## src/rtl/dac_spi_receiver_if.sv

```systemverilog
// SPI pins and decoded-frame outputs shared between the DAC transmitter and the receiver model.
// The master side drives the SPI lines; the slave side drives the decoded results.
interface dac_spi_receiver_if #(
  parameter int DATA_BITS = 10,
  parameter int ERR_W     = 8
);
  logic                 dac_sck;
  logic                 dac_sdi;
  logic                 dac_cs;
  logic [DATA_BITS-1:0] sample_out;
  logic                 sample_valid;
  logic                 cfg_ab;
  logic                 cfg_buf;
  logic                 cfg_gain_n;
  logic                 active;
  logic                 frame_err;
  logic [ERR_W-1:0]     err_count;
  logic                 busy;

  modport master (
    output dac_sck, dac_sdi, dac_cs,
    input  sample_out, sample_valid, cfg_ab, cfg_buf, cfg_gain_n,
           active, frame_err, err_count, busy
  );

  modport slave (
    input  dac_sck, dac_sdi, dac_cs,
    output sample_out, sample_valid, cfg_ab, cfg_buf, cfg_gain_n,
           active, frame_err, err_count, busy
  );
endinterface

```

## src/rtl/dac_spi_receiver.sv

```systemverilog
// SPI responder model of a 10-bit MCP4911-style DAC: oversamples sck/sdi/cs, deserializes 16-bit frames.
// cs rise at pin to sample_valid/frame_err is SYNC_STAGES+2 clk; no backpressure, results are pulses.
module dac_spi_receiver #(
  parameter int FRAME_BITS  = 16,
  parameter int DATA_BITS   = 10,
  parameter int SYNC_STAGES = 2,
  parameter int ERR_W       = 8
) (
  input logic               clk,
  input logic               rst,
  dac_spi_receiver_if.slave bus
);

  localparam int CNT_W = $clog2(FRAME_BITS + 2);
  localparam int FL_W  = $clog2(SYNC_STAGES + 1);
  localparam logic [CNT_W-1:0] CNT_FULL = CNT_W'(FRAME_BITS);
  localparam logic [CNT_W-1:0] CNT_MAX  = CNT_W'(FRAME_BITS + 1);
  localparam logic [FL_W-1:0]  FL_DONE  = FL_W'(SYNC_STAGES);

  typedef enum logic [1:0] {
    WAIT_IDLE = 2'd0,
    IDLE      = 2'd1,
    SHIFT     = 2'd2
  } state_t;

  logic [SYNC_STAGES-1:0] sck_sync_q, sdi_sync_q, cs_sync_q;
  logic                   sck_prev_q, cs_prev_q;

  always_ff @(posedge clk) begin
    if (!rst) begin
      sck_sync_q <= '0;
      sdi_sync_q <= '0;
      cs_sync_q  <= '1;
      sck_prev_q <= 1'b0;
      cs_prev_q  <= 1'b1;
    end else begin
      sck_sync_q <= {sck_sync_q[SYNC_STAGES-2:0], bus.dac_sck};
      sdi_sync_q <= {sdi_sync_q[SYNC_STAGES-2:0], bus.dac_sdi};
      cs_sync_q  <= {cs_sync_q[SYNC_STAGES-2:0], bus.dac_cs};
      sck_prev_q <= sck_sync_q[SYNC_STAGES-1];
      cs_prev_q  <= cs_sync_q[SYNC_STAGES-1];
    end
  end

  logic sck_s, sdi_s, cs_s;
  logic sck_rise, cs_rise, cs_fall;

  assign sck_s    = sck_sync_q[SYNC_STAGES-1];
  assign sdi_s    = sdi_sync_q[SYNC_STAGES-1];
  assign cs_s     = cs_sync_q[SYNC_STAGES-1];
  assign sck_rise = sck_s & ~sck_prev_q;
  assign cs_rise  = cs_s & ~cs_prev_q;
  assign cs_fall  = ~cs_s & cs_prev_q;

  state_t                  state_q;
  logic [FRAME_BITS-1:0]   shift_q;
  logic [FRAME_BITS-1:2]   frame_q;
  logic [CNT_W-1:0]        bit_cnt_q, bit_cnt_d;
  logic [FL_W-1:0]         flush_q;
  logic                    accept_q, reject_q;
  logic [DATA_BITS-1:0]    sample_q;
  logic                    sample_valid_q;
  logic                    cfg_ab_q, cfg_buf_q, cfg_gain_n_q, active_q;
  logic                    frame_err_q;
  logic [ERR_W-1:0]        err_count_q, err_count_d;
  logic                    busy_q;

  always_comb begin
    bit_cnt_d   = (bit_cnt_q == CNT_MAX) ? bit_cnt_q : bit_cnt_q + 1'b1;
    err_count_d = (&err_count_q) ? err_count_q : err_count_q + 1'b1;
  end

  always_ff @(posedge clk) begin
    if (!rst) begin
      state_q        <= WAIT_IDLE;
      shift_q        <= '0;
      frame_q        <= '0;
      bit_cnt_q      <= '0;
      flush_q        <= '0;
      accept_q       <= 1'b0;
      reject_q       <= 1'b0;
      sample_q       <= '0;
      sample_valid_q <= 1'b0;
      cfg_ab_q       <= 1'b0;
      cfg_buf_q      <= 1'b0;
      cfg_gain_n_q   <= 1'b0;
      active_q       <= 1'b0;
      frame_err_q    <= 1'b0;
      err_count_q    <= '0;
      busy_q         <= 1'b0;
    end else begin
      accept_q       <= 1'b0;
      reject_q       <= 1'b0;
      sample_valid_q <= 1'b0;
      frame_err_q    <= 1'b0;

      // Results publish one cycle after the cs rise is seen, from the captured frame copy.
      if (accept_q) begin
        cfg_ab_q       <= frame_q[FRAME_BITS-1];
        cfg_buf_q      <= frame_q[FRAME_BITS-2];
        cfg_gain_n_q   <= frame_q[FRAME_BITS-3];
        active_q       <= frame_q[FRAME_BITS-4];
        sample_q       <= frame_q[FRAME_BITS-4] ? frame_q[DATA_BITS+1:2] : '0;
        sample_valid_q <= 1'b1;
      end
      if (reject_q) begin
        frame_err_q <= 1'b1;
        err_count_q <= err_count_d;
      end

      case (state_q)
        WAIT_IDLE: begin
          // The sync chain holds reset preload values until it has refilled from the pins.
          if (flush_q != FL_DONE) begin
            flush_q <= flush_q + 1'b1;
          end else if (cs_s) begin
            state_q <= IDLE;
          end
        end
        IDLE: begin
          if (cs_fall) begin
            shift_q   <= '0;
            bit_cnt_q <= '0;
            state_q   <= SHIFT;
            busy_q    <= 1'b1;
          end
        end
        SHIFT: begin
          if (cs_rise) begin
            state_q <= IDLE;
            busy_q  <= 1'b0;
            if (bit_cnt_q == CNT_FULL) begin
              accept_q <= 1'b1;
              frame_q  <= shift_q[FRAME_BITS-1:2];
            end else begin
              reject_q <= 1'b1;
            end
          end else if (sck_rise && !cs_s) begin
            shift_q   <= {shift_q[FRAME_BITS-2:0], sdi_s};
            bit_cnt_q <= bit_cnt_d;
          end
        end
        default: begin
          state_q <= WAIT_IDLE;
          busy_q  <= 1'b0;
          flush_q <= '0;
        end
      endcase
    end
  end

  assign bus.sample_out   = sample_q;
  assign bus.sample_valid = sample_valid_q;
  assign bus.cfg_ab       = cfg_ab_q;
  assign bus.cfg_buf      = cfg_buf_q;
  assign bus.cfg_gain_n   = cfg_gain_n_q;
  assign bus.active       = active_q;
  assign bus.frame_err    = frame_err_q;
  assign bus.err_count    = err_count_q;
  assign bus.busy         = busy_q;

endmodule

```

## src/flat_wrapper.sv

```systemverilog
// flat-port wrapper written by rule: the top's interface ports become plain ports
module dac_spi_receiver_flat 
#(
  parameter int FRAME_BITS  = 16,
  parameter int DATA_BITS   = 10,
  parameter int SYNC_STAGES = 2,
  parameter int ERR_W       = 8
)
  (clk, rst, bus_dac_sck, bus_dac_sdi, bus_dac_cs, bus_sample_out, bus_sample_valid, bus_cfg_ab, bus_cfg_buf, bus_cfg_gain_n, bus_active, bus_frame_err, bus_err_count, bus_busy);
  dac_spi_receiver_if #(.DATA_BITS(DATA_BITS), .ERR_W(ERR_W)) bus_i ();
  input logic clk;
  input logic rst;
  input wire logic [$bits(bus_i.dac_sck)-1:0] bus_dac_sck;
  input wire logic [$bits(bus_i.dac_sdi)-1:0] bus_dac_sdi;
  input wire logic [$bits(bus_i.dac_cs)-1:0] bus_dac_cs;
  output wire logic [$bits(bus_i.sample_out)-1:0] bus_sample_out;
  output wire logic [$bits(bus_i.sample_valid)-1:0] bus_sample_valid;
  output wire logic [$bits(bus_i.cfg_ab)-1:0] bus_cfg_ab;
  output wire logic [$bits(bus_i.cfg_buf)-1:0] bus_cfg_buf;
  output wire logic [$bits(bus_i.cfg_gain_n)-1:0] bus_cfg_gain_n;
  output wire logic [$bits(bus_i.active)-1:0] bus_active;
  output wire logic [$bits(bus_i.frame_err)-1:0] bus_frame_err;
  output wire logic [$bits(bus_i.err_count)-1:0] bus_err_count;
  output wire logic [$bits(bus_i.busy)-1:0] bus_busy;
  assign bus_i.dac_sck = bus_dac_sck;
  assign bus_i.dac_sdi = bus_dac_sdi;
  assign bus_i.dac_cs = bus_dac_cs;
  assign bus_sample_out = bus_i.sample_out;
  assign bus_sample_valid = bus_i.sample_valid;
  assign bus_cfg_ab = bus_i.cfg_ab;
  assign bus_cfg_buf = bus_i.cfg_buf;
  assign bus_cfg_gain_n = bus_i.cfg_gain_n;
  assign bus_active = bus_i.active;
  assign bus_frame_err = bus_i.frame_err;
  assign bus_err_count = bus_i.err_count;
  assign bus_busy = bus_i.busy;
  dac_spi_receiver #(.FRAME_BITS(FRAME_BITS), .DATA_BITS(DATA_BITS), .SYNC_STAGES(SYNC_STAGES), .ERR_W(ERR_W)) u_core (.clk(clk), .rst(rst), .bus(bus_i));
endmodule
```

## config.mk

```make
export PLATFORM = sky130hd
export DESIGN_NAME = dac_spi_receiver_flat
export DESIGN_NICKNAME = d
export VERILOG_FILES = /design/src/rtl/dac_spi_receiver_if.sv /design/src/rtl/dac_spi_receiver.sv /design/src/flat_wrapper.sv
export SDC_FILE = /design/constraint.sdc
export NUM_CORES = 1
export LEC_CHECK = 0
export CORE_MARGIN = 5
export CORE_UTILIZATION = 56
export DETAILED_ROUTE_END_ITERATION = 8
export PLACE_DENSITY = 0.82
export REMOVE_ABC_BUFFERS = 1
export SETUP_SLACK_MARGIN = 0.4
export SLEW_MARGIN = 20
export SYNTH_ARGS = -nofsm -noshare
export SYNTH_HDL_FRONTEND = slang
export SYNTH_SLANG_ARGS = --single-unit
export TNS_END_PERCENT = 50
```

## constraint.sdc

```tcl
create_clock -name clk -period 2.2 [get_ports clk]
set_clock_uncertainty 0.1 [all_clocks]
set_input_delay 0.44 -clock clk [delete_from_list [all_inputs] [get_ports clk]]
set_output_delay 0.44 -clock clk [all_outputs]
set_load 0.05 [all_outputs]
```

==> out/summary.txt <==
Outcome = finished, final reports clean
Finished Layout Cells = 442
Relative slew slack = 65.5%
Clock power share = 34.5%
RSZ-0062 raised after global routing = yes
Synth warnings = 0
Fillers = 409
CORE AREA = 5110 sq um
Hold Buf Count CTS = 0
Wl on met1 = 2.67 mm
Overall Global Routing Usage = 19.0%
GP Congestion = 0.813
Maximum clock insertion buffer count = 2
Root Driver = clkbuf_8
Period Utilization, post-route = 80.7%
Top layer in use = met4
Flip-flop and latch area = 1490 sq um
Routed Antenna Nets = 0
Worst slew pin tran = 0.517 ns
Num CTS Buffers = 9
Switching power = 0.886 mW
CTS tree = built
CTS sink cnt = 74
Die area = 6800 sq um
Family with the most delay on the worst path = buffers and inverters
Gr ovfl total = 0
Slowest CP cell = dlygate4sd2_1
Combinational group share of total power = 18.9%
Critical path's largest stage delay = 0.54 ns
Vias = 2421
Post-synth top area share = 50.4%
Sw frac = 29.3%
Final Critical Period = 1.78 ns
Max_cap viols = 0
Pint = 2.14 mW
Largest net degree at the start of global routing = 50
Number of synthesized flops with an enable pin = 0
Initial detailed-routing violation count = 152
IO buf count = 29
Met2 WL = 2.75 mm
Placed Cells incl. Taps = 421
Worst EP required = 1.66 ns
Part of the Yosys area used for sequential elements = 50.4%
Achievable Freq = 563 MHz
Post-synthesis sequential element count = 74
Synth cell count leaders = dfxtp_1, nand2_1, a21oi_1
CP Class = reg2out
Worst skew pair latency = 0.36 ns
Leakage = 1.35 nW
Cell taking the most area after synthesis = dfxtp_1
First-pass GRT wire length = 9.81 mm
DR WL/cell = 13.4 um
Worst Path Max Fanout = 2
H-tree Lvls = 3
N_diodes = 0
Routed vias/inst = 5.48
Die Width = 82.5 um
Detailed Route WL = 5.93 mm
Finish-stage setup viols = 0
Initial Utilization = 57.6%
Worst VDD drop = 0.514 mV
DRT Pass-1 Iters = 5
Clk slew on worst S/H paths = 0.08 ns
Top cells by area, synth = dfxtp_1, nand2_1, a21oi_1
# IOs = 30
Footprint of the multi-input gates = 1400 sq um
Final Hold Viols = 0
Initial antenna violation count = 0
Count leader, synth = dfxtp_1
Cell breakdown of the critical path = dlygate4sd2_1
WP buf/inv = 1
Layout Area Growth over Synthesis = 23.0%
Vias in the first global route = 2131
Detailed placement HPWL = 3.59 mm
Row cnt = 26
Primary FF master, synth = dfxtp_1
Async set or reset register ratio after synthesis = 0%
Sequential share of power = 46.6%
Mapped Area = 2940 sq um
Yosys cell types = 44
Pwr per Cell Area = 838 nW/um^2
Met3 wire length = 376 um
Fin. max-slew vios = 0
HP Class = reg2reg
Final Net Count = 382
Layout cells sized above 1 = 12.9%
Cell count after synthesis = 335
Die Ht = 82.5 um
Crit path DAT = 1.24 ns
Avg Inst Size Synth = 8.78 sq um
CP endpoint kind = output port
# DRC = 0
Setup crit start kind = register
Setup TNS = 0 ns
layout by cell type, fill, tap and decap left out, drive strengths merged, types with 7 or more instances in the layout:
cell / count
dfxtp: 74
nand2: 62
a21oi: 43
nand3: 23
nor2: 19
dlygate4sd2: 17
clkbuf: 11
and2: 10
inv: 10
ha: 10
o21ai: 9
buf: 9
clkdlybuf4s15: 7
flip-flops by register name, summed over array words and instances, names as in the netlist, 2 cells and up:
name,flops
u_core.shift_q,16
u_core.bus.sample_out,10
u_core.state_q,2
u_core.bit_cnt_q,5
u_core.bus.err_count,8
u_core.cs_sync_q,2
u_core.sdi_sync_q,2
u_core.sck_sync_q,2
u_core.flush_q,2
u_core.frame_q,14
power groups by stage:
stage	sequential, mW	clock, mW	combinational [mW]
CTS	1.40	1.06	0.498
detailed placement	1.43	0	0.457
global route	1.42	1.11	0.628
finish	1.41	1.05	0.573
global placement	1.43	0	0.453
floorplan	1.43	0	0.344
what timing repair did:
item                       4_1_cts  5_1_grt
setup endpoints to repair       62       42
gates cloned                     1        1
pin swaps                        1        2
buffers inserted                 0        3
gates resized for setup         48       16
layout make-up:
type | count | area share (%)
Sequential cell | 74 | 41.1
Tap cell | 70 | 2.42
Timing Repair Buffer | 39 | 11.2
Clock inverter | 6 | 1.87
Inverter | 10 | 1.11
Multi-Input combinational cell | 233 | 38.8
Clock buffer | 10 | 3.53
worst paths after layout:
path | start | endpoint | slack (ns) | cells past startpoint
max reg2reg | u_core.state_q[0] | u_core.bit_cnt_q[1] | 0.43 | 7
min | u_core.cs_sync_q[0] | u_core.cs_sync_q[1] | 0.32 | 1
max | u_core.bus.cfg_ab | bus_cfg_ab | 0.42 | 1
min reg2reg | u_core.cs_sync_q[0] | u_core.cs_sync_q[1] | 0.32 | 1
per-stage QoR:
step	worst slack, ns	cell area [sq um]	utilization, %	total power [mW]	hold WS, ns
6_report	0.424	3620	70.8	3.03	0.318
5_1_grt	0.307	3620	70.8	3.15	0.333
4_1_cts	0.261	3560	69.7	2.96	0.328
3_5_place_dp	0.134	3290	64.4	1.89	0.310
3_3_place_gp	0.214	3290	64.4	1.88	0.289
2_1_floorplan	0.00720	2860	-	1.77	0.286
logic make-up after synthesis:
logic type,synth area share [%]
simple gates,23.6
xor+xnor,0.596
mux,1.36
fa+ha+maj,4.26
compound gates,15.7
flops,50.4
buf+inv,4.04
per-layer routing:
metal / GRT usage [%] / up-vias
met5: 0 / -
met4: 11.5 / 0
met3: 3.69 / 12
met2: 29.2 / 86
met1: 24.5 / 1105
li1: - / 1218
No activity file was read; power rests on OpenSTA's default activity.
